`src/rtl/chunked_add_seq.sv`:
```
// ---------------------------------------------------------------------------
// chunked_add_seq -- multi-cycle wide adder sequencer
//
// Adds two CHUNKS*WIDTH-bit operands one WIDTH-bit chunk per clock through a
// single ripple `adder`. The carry out of each chunk is registered and fed
// into the next chunk, so the combinational carry chain never exceeds WIDTH
// bits. A start/busy/done handshake frames each operation.
//
// Optional feature: define CHUNKED_ADD_OVF_EN to add the Ovf port and the
// signed-overflow flag. Without it there is no Ovf port and no overflow logic.
//
// Ports:
//   Clk    in   1             clock, rising edge
//   Rst    in   1             asynchronous active-high reset
//   Start  in   1             request an addition (sampled only when idle)
//   A, B   in   WIDTH*CHUNKS  operands, latched when Start is accepted
//   Cin    in   1             carry into chunk 0, latched with the operands
//   Busy   out  1             high while chunks are being summed
//   Done   out  1             one-cycle pulse; Sum/Cout are final
//   Sum    out  WIDTH*CHUNKS  registered result
//   Cout   out  1             registered carry out of the top chunk
//   Ovf    out  1             signed overflow (CHUNKED_ADD_OVF_EN only)
// ---------------------------------------------------------------------------

// Parameterized ripple-carry adder: one full adder per bit.
module adder #(
    parameter int WIDTH = 8
) (
    input  logic [WIDTH-1:0] A,
    input  logic [WIDTH-1:0] B,
    input  logic             Cin,
    output logic [WIDTH-1:0] Sum,
    output logic             Cout
);
    logic [WIDTH:0] c;

    assign c[0] = Cin;

    generate
        for (genvar gi = 0; gi < WIDTH; gi++) begin : g_bit
            assign Sum[gi]  = A[gi] ^ B[gi] ^ c[gi];
            assign c[gi+1]  = (A[gi] & B[gi]) | (c[gi] & (A[gi] ^ B[gi]));
        end
    endgenerate

    assign Cout = c[WIDTH];
endmodule

module chunked_add_seq #(
    parameter int WIDTH  = 8,
    parameter int CHUNKS = 4
) (
    input  logic                    Clk,
    input  logic                    Rst,
    input  logic                    Start,
    input  logic [WIDTH*CHUNKS-1:0] A,
    input  logic [WIDTH*CHUNKS-1:0] B,
    input  logic                    Cin,
    output logic                    Busy,
    output logic                    Done,
    output logic [WIDTH*CHUNKS-1:0] Sum,
`ifdef CHUNKED_ADD_OVF_EN
    output logic                    Ovf,
`endif
    output logic                    Cout
);
    localparam int TOTAL = WIDTH * CHUNKS;
    // Keep the index at least one bit wide so CHUNKS=1 still elaborates.
    localparam int IDX_W = (CHUNKS > 1) ? $clog2(CHUNKS) : 1;
    localparam logic [IDX_W-1:0] LAST_IDX = IDX_W'(CHUNKS - 1);

    typedef enum logic {
        IDLE = 1'b0,
        RUN  = 1'b1
    } state_t;

    state_t             state_reg, state_next;
    logic [TOTAL-1:0]   a_reg, a_next;
    logic [TOTAL-1:0]   b_reg, b_next;
    logic [TOTAL-1:0]   sum_reg, sum_next;
    logic [IDX_W-1:0]   idx_reg, idx_next;
    logic               carry_reg, carry_next;
    logic               cout_reg, cout_next;
    logic               busy_reg, busy_next;
    logic               done_reg, done_next;
`ifdef CHUNKED_ADD_OVF_EN
    logic               ovf_reg, ovf_next;
`endif

    // Operands split into chunks so the current chunk is picked with a
    // constant-slice mux rather than a variable part-select.
    logic [WIDTH-1:0]   a_chunk [CHUNKS];
    logic [WIDTH-1:0]   b_chunk [CHUNKS];
    logic [WIDTH-1:0]   a_cur, b_cur;
    logic [WIDTH-1:0]   add_sum;
    logic               add_cout;

    generate
        for (genvar gi = 0; gi < CHUNKS; gi++) begin : g_chunk
            assign a_chunk[gi] = a_reg[gi*WIDTH +: WIDTH];
            assign b_chunk[gi] = b_reg[gi*WIDTH +: WIDTH];
        end
    endgenerate

    always_comb begin
        a_cur = a_chunk[0];
        b_cur = b_chunk[0];
        for (int i = 1; i < CHUNKS; i++) begin
            if (idx_reg == IDX_W'(i)) begin
                a_cur = a_chunk[i];
                b_cur = b_chunk[i];
            end
        end
    end

    adder #(
        .WIDTH (WIDTH)
    ) u_adder (
        .A    (a_cur),
        .B    (b_cur),
        .Cin  (carry_reg),
        .Sum  (add_sum),
        .Cout (add_cout)
    );

    // Next-state and datapath updates.
    always_comb begin
        state_next = state_reg;
        a_next     = a_reg;
        b_next     = b_reg;
        sum_next   = sum_reg;
        idx_next   = idx_reg;
        carry_next = carry_reg;
        cout_next  = cout_reg;
        busy_next  = busy_reg;
        done_next  = 1'b0;       // Done is a single-cycle pulse
`ifdef CHUNKED_ADD_OVF_EN
        ovf_next   = ovf_reg;
`endif

        case (state_reg)
            IDLE: begin
                if (Start) begin
                    a_next     = A;
                    b_next     = B;
                    carry_next = Cin;
                    idx_next   = '0;
                    sum_next   = '0;
                    cout_next  = 1'b0;
                    busy_next  = 1'b1;
`ifdef CHUNKED_ADD_OVF_EN
                    ovf_next   = 1'b0;
`endif
                    state_next = RUN;
                end
            end

            RUN: begin
                // Only the chunk being processed is written; lower chunks
                // already hold their final value.
                for (int i = 0; i < CHUNKS; i++) begin
                    if (idx_reg == IDX_W'(i)) begin
                        sum_next[i*WIDTH +: WIDTH] = add_sum;
                    end
                end
                carry_next = add_cout;
                idx_next   = idx_reg + IDX_W'(1);

                if (idx_reg == LAST_IDX) begin
                    cout_next  = add_cout;
                    busy_next  = 1'b0;
                    done_next  = 1'b1;
                    idx_next   = '0;
`ifdef CHUNKED_ADD_OVF_EN
                    // The result MSB is the MSB of the top chunk's sum.
                    ovf_next   = (a_reg[TOTAL-1] == b_reg[TOTAL-1]) &&
                                 (add_sum[WIDTH-1] != a_reg[TOTAL-1]);
`endif
                    state_next = IDLE;
                end
            end

            default: begin
                state_next = IDLE;
            end
        endcase
    end

    always_ff @(posedge Clk or posedge Rst) begin
        if (Rst) begin
            state_reg <= IDLE;
            a_reg     <= '0;
            b_reg     <= '0;
            sum_reg   <= '0;
            idx_reg   <= '0;
            carry_reg <= 1'b0;
            cout_reg  <= 1'b0;
            busy_reg  <= 1'b0;
            done_reg  <= 1'b0;
`ifdef CHUNKED_ADD_OVF_EN
            ovf_reg   <= 1'b0;
`endif
        end else begin
            state_reg <= state_next;
            a_reg     <= a_next;
            b_reg     <= b_next;
            sum_reg   <= sum_next;
            idx_reg   <= idx_next;
            carry_reg <= carry_next;
            cout_reg  <= cout_next;
            busy_reg  <= busy_next;
            done_reg  <= done_next;
`ifdef CHUNKED_ADD_OVF_EN
            ovf_reg   <= ovf_next;
`endif
        end
    end

    assign Busy = busy_reg;
    assign Done = done_reg;
    assign Sum  = sum_reg;
    assign Cout = cout_reg;
`ifdef CHUNKED_ADD_OVF_EN
    assign Ovf  = ovf_reg;
`endif

endmodule
```
`config.mk`:
```
export PLATFORM = sky130hd
export DESIGN_NAME = chunked_add_seq
export DESIGN_NICKNAME = d
export VERILOG_FILES = /design/src/rtl/chunked_add_seq.sv
export SDC_FILE = /design/constraint.sdc
export NUM_CORES = 1
export LEC_CHECK = 0
export CORE_AREA = 10 10 133 135
export DETAILED_ROUTE_END_ITERATION = 6
export DIE_AREA = 0 0 143 145
export DONT_BUFFER_PORTS = 1
export MAX_ROUTING_LAYER = met4
export PLACE_DENSITY = 0.52
export SYNTH_ARGS = -nofsm -noshare
export SYNTH_HDL_FRONTEND = slang
export SYNTH_HIERARCHICAL = 1
export SYNTH_SLANG_ARGS = --single-unit
```
`constraint.sdc`:
```
create_clock -name Clk -period 6.69 [get_ports Clk]
set_input_delay 1.6725 -clock Clk [delete_from_list [all_inputs] [get_ports Clk]]
set_output_delay 1.6725 -clock Clk [all_outputs]
set_load 0.03 [all_outputs]
```
* Word level (Yosys, flattened, before mapping) *
Cells that the tools add are included.

storage, ports and cells
  output and inout port bits = 35
  bits of input ports = 68
  word-level logic and storage cells = 96
  register bits after elaboration = 103

cells by class
  add/sub/neg operators = 1
  muxes and demuxes = 28
  equality and inequality tests = 8
  reduce and logical (&&, ||, !) cells = 6
  bitwise operators = 41

operators with widths
  operator                                                number
  2-to-1 mux 8 bit                                        10
  one-hot mux 32 bit (2 select lines)                     1
  2-to-1 mux 32 bit                                       1
  AND 1 bit                                               16
  XOR 1 bit                                               16
  AND reduction 2 bit                                     5
  2-to-1 mux 1 bit                                        9
  inequality test 2 x 1 -> 1 bit (second input constant)  4
  bitwise OR 1 bit                                        8
  one-hot mux 1 bit (2 select lines)                      4
  == test 2 bit (second input constant)                   2
  2-to-1 mux 2 bit                                        2
  one-hot mux 2 bit (2 select lines)                      1
  adder 2 x 1 -> 2 bit (second input constant)            1
  == test 2 x 1 -> 1 bit (second input constant)          1
  zero test 2 bit                                         1
  inequality test 2 bit (second input constant)           1
  inverter 1 bit                                          1

* Longest topological paths before layout *
  word-level depth = 23
  depth in mapped cells = 20
  depth with buffers taken out = 18

* By module *
Netlist, hierarchy kept.

by module, submodules not included
  module           area each (um^2)  instances  cells each
  chunked_add_seq  4,819.6           1          319
  adder            197.7             1          18

* Least setup slack after synthesis *
OpenSTA, ideal clock, no wires.

  path kind = flip-flop to flip-flop
  start = reg idx_reg[0]
  end = reg sum_reg[15] (netlist: Sum[15])
  period minus slack after synthesis = 4,688 ps
  cell stages (with the launch flop) = 21
  path buffers = 2
  data arrival time = 4,610 ps
  slack = 2,002 ps
  cell sequence = dfrtp_1 -> inv_1 -> ha_1 -> buf_2 -> nor2_2 -> buf_2 -> a211oi_1 -> fa_1 -> inv_1 -> fa_1 -> inv_1 -> fa_1 -> fa_1 -> fa_1 -> fa_1 -> fa_1 -> inv_1 -> fa_1 -> inv_1 -> mux2i_1 -> o2bb2ai_1

on the way
  cells in the longest elaborated chain, start to end = 22

ends and longest elaborated chain
  what                                   line  source
  start: declaration                     81    logic [IDX_W-1:0] idx_reg, idx_next;
  start signal: assignment               208   idx_reg <= idx_next;
  == test 2 x 1 -> 1 bit                 109   if (idx_reg == IDX_W'(i)) begin
  2-to-1 mux 8 bit (2 in series)         109
  2-to-1 mux 8 bit *                     109
  named net a_cur[0]                     94    logic [WIDTH-1:0] a_cur, b_cur;
  XOR 1 bit                              42    assign c[gi+1] = (A[gi] & B[gi]) | (c[gi] & (A[gi] ^ B[gi]));
  AND 1 bit                              42
  bitwise OR 1 bit *                     42
  AND 1 bit *                            42
  [... 7 more ...]                       n/a
  AND 1 bit *                            42
  bitwise OR 1 bit *                     42
  AND 1 bit *                            42
  bitwise OR 1 bit *                     42
  XOR 1 bit *                            41    assign Sum[gi] = A[gi] ^ B[gi] ^ c[gi];
  named net add_sum[7]                   95    logic [WIDTH-1:0] add_sum;
  2-to-1 mux 8 bit *                     162   if (idx_reg == IDX_W'(i)) begin
  one-hot mux 32 bit (2 select lines) *  141   case (state_reg)
  end signal: assignment                 207   sum_reg <= sum_next;
  end: declaration                       80    logic [TOTAL-1:0] sum_reg, sum_next;

The timed path passes the listed nets; every way through them passes the cells marked *. The select of a mux whose other input is x is not followed.
A chain may end at the register's enable or synchronous reset.

* Worst setup path after layout *
  start = reg idx_reg[0]
  end = reg sum_reg[7] (netlist: Sum[7])

Same word-level chain as after synthesis.

==> results.sh <==
export IMPL_ctsHoldBuffers=0
export IMPL_place_ws_ps=1249
export IMPL_tns_ps=0
export IMPL_dr_wl_met3_um=1109
export IMPL_pwr_share_seq_pct=35.7
export IMPL_grt_pass1_vias=2916
export IMPL_synth_flop_cell="dfrtp_1"
export IMPL_ant_nets=0
export IMPL_clock_path_buffers=2
export IMPL_track_usage_pct=11.94
export IMPL_synth_top_area_cell="dfrtp_1"
export IMPL_synth_edf_count=0
export IMPL_worst_path_buf_inv=5
export IMPL_synthTopCellsByArea="dfrtp_1, mux2_4, a22o_1, mux2i_1, fa_1"
export IMPL_holdWs_ps=514.7
export IMPL_path_clk_slew_ps=70
export IMPL_cts_resized=0
export IMPL_post_route_min_period_ps=5416
export IMPL_die_area_um2=20740
export IMPL_cpMostUsedCell="fa_1"
export IMPL_yosys_area_top_type_share_pct=51.37
export IMPL_place_gp_congestion=0.7479
export IMPL_fin_crit_sh_pct=80.96
export IMPL_grt_pass1_wl_um=18350
export IMPL_die_y_um=145
export IMPL_place_area_um2=5059
export IMPL_area_delta_synth_final_pct=6.334
export IMPL_p_int_mw=2.043
export IMPL_viasPerCell=5.075
export IMPL_layout_commonest_cell="dfrtp_1"
export IMPL_cap_violations=0
export IMPL_cts_sinks=103
export IMPL_ys_ff_latch=103
export IMPL_min_path_type="reg -> reg"
export IMPL_grt_start_max_net_pins=60
export IMPL_cpPeakStageDelay_ps=630
export IMPL_critPathArrivalTime_ps=5680
export IMPL_syn_num_nets=417
export IMPL_setup_ws_ps=1274
export IMPL_power_switching_mw=1.515
export IMPL_core_um2=15030
export IMPL_rsz0062_at_grt="false"
export IMPL_wl_met2_um=5115
export IMPL_crit_slowest_cell="nor2_2"
export IMPL_finClkSkew_ps=11.21
export IMPL_overflow=0
export IMPL_drt_pass1_iter_count=4
export IMPL_ioPinCount=103
export IMPL_diodes=0
export IMPL_drive_above_1_share_pct=26.87
export IMPL_max_slew_margin_pct=44.66
export IMPL_nets=410
export IMPL_fin_util_pct=35.49
export IMPL_ys_seq_area_share_pct=51.37
export IMPL_fp_row_count=45
export IMPL_post_synth_num_cell_types=30
export IMPL_drc_errors=0
export IMPL_highest_layer="met4"
export IMPL_netlist_area_um2=5017
export IMPL_power_frac_comb_pct=50.3
export IMPL_worst_pin_slew_ps=828.3
export IMPL_drv_slew=0
export IMPL_hold_viol_final=0
export IMPL_syn_instance_count=337
export IMPL_final_cell_mix="dfrtp_1, mux2_4, a22o_1"
export IMPL_p_leak_nw=2.380
export IMPL_final_area_um2=5335
export IMPL_crit_family="adder cells"
export IMPL_worst_path_max_fanout=20
export IMPL_cts_tree="yes"
export IMPL_fmax_ghz=0.1846
export IMPL_critPathRequiredTime_ps=6960
export IMPL_crit_path_cell_trace="inv_1, ha_1, nor2_2, a211oi_1, fa_1, inv_1, fa_1, inv_1, fa_1, fa_1, fa_1, fa_1, fa_1, inv_1, fa_1, inv_1, mux2i_1, o2bb2ai_1"
export IMPL_via_count=2654
export IMPL_clock_latency_ps=360
export IMPL_critical_path_class="reg -> reg"
export IMPL_clkPwrFrac_pct=14.0
export IMPL_dpl_hpwl_um=8924
export IMPL_drt_iter0_drc=168
export IMPL_start_kind="flop"
export IMPL_portBuffers=0
export IMPL_yosys_warnings=6
export IMPL_irDropWorstVdd_uv=350.1
export IMPL_cts_made_buffers=9
export IMPL_status="completed"
export IMPL_wl_per_cell_um=22.47
export IMPL_routed_wl_um=11750
export IMPL_async_reset_ff_share_pct=100.0
export IMPL_postCtsSetupBuffers=0
export IMPL_h_tree_depth=3
export IMPL_power_density_nw_per_um2=666.9
export IMPL_initial_core_util_pct=33.37
export IMPL_avgSynthCellArea_um2=14.89
export IMPL_wirelength_met1_um=5424
export IMPL_setup_viol=0
export IMPL_antenna_found_initial=0
export IMPL_root_buffer="clkbuf_16"
export IMPL_switching_share_pct=42.58
export IMPL_die_w_um=143
export IMPL_crit_path_end_kind="flop"
==> worst paths after layout <==
check | from | to | slack, ps | cells after the start
setup / recovery | idx_reg[0] | Sum[7] | 1270 | 18
hold / removal | b_reg[25] | b_reg[25] | 510 | 1
setup reg to reg | idx_reg[0] | Sum[7] | 1270 | 18
hold reg to reg | b_reg[25] | b_reg[25] | 510 | 1
max in group asynchronous | Rst | b_reg[8] | 4280 | 2
min in group asynchronous | Rst | Done | 1250 | 1
==> per-stage QoR <==
step / total power [mW] / instances
4_1_cts: 3.588 / 523
2_1_floorplan: 2.579 / 337
3_5_place_dp: 3.077 / 507
5_1_grt: 3.795 / 523
3_3_place_gp: 3.029 / 507
6_report: 3.558 / 523
==> final cells by class <==
type / instances / area (um2)
Fill cell: 1450 / 9698
Sequential cell: 103 / 2577
Multi-Input combinational cell: 195 / 2146
Clock buffer: 12 / 246.5
Tap cell: 188 / 235.2
Inverter: 16 / 62.56
Timing Repair Buffer: 5 / 37.54
Clock inverter: 4 / 30.03
==> layer usage <==
metal / GRT usage [%] / vias to the layer above
li1: - / 1196
met4: 2.941 / 0
met2: 16.39 / 97
met1: 15.53 / 1352
met3: 5.541 / 9
met5: - / -
==> synth_stat cells, drive strengths merged, types with 2 or more instances <==
| cell | count |
|---|---|
| o2bb2ai | 3 |
| clkbuf | 5 |
| ha | 4 |
| a22o | 30 |
| o21ai | 2 |
| and2 | 4 |
| nor2 | 2 |
| mux2i | 24 |
| inv | 16 |
| mux2 | 65 |
| dfrtp | 103 |
| a211oi | 15 |
| nand2 | 2 |
| fa | 8 |
| buf | 18 |
| nor2b | 16 |
| nor3b | 16 |
==> worst reg2reg max path, stage by stage, from the launching register on <==
cell and delay [ps]:
dfrtp_1 410, inv_1 80, ha_1 450, nor2_2 630
a211oi_1 220, fa_1 450, inv_1 70, fa_1 160
inv_1 50, fa_1 380, fa_1 390, fa_1 410
fa_1 400, fa_1 370, inv_1 80, fa_1 410
inv_1 120, mux2i_1 90, o2bb2ai_1 180
==> kinds of logic after synthesis <==
group	synth area share, %
flops	51.37
fa+ha+maj	4.189
compound gates	8.629
mux	24.44
buf+inv	5.860
simple gates	5.512
==> power groups by stage <==
stage | sequential [mW] | combinational [mW] | clock, mW
floorplan | 1.18 | 1.40 | 0
global placement | 1.28 | 1.74 | 0
detailed placement | 1.29 | 1.79 | 0
CTS | 1.28 | 1.79 | 0.517
global route | 1.31 | 1.94 | 0.543
finish | 1.27 | 1.79 | 0.499
Power figures use the tool's default switching activity.
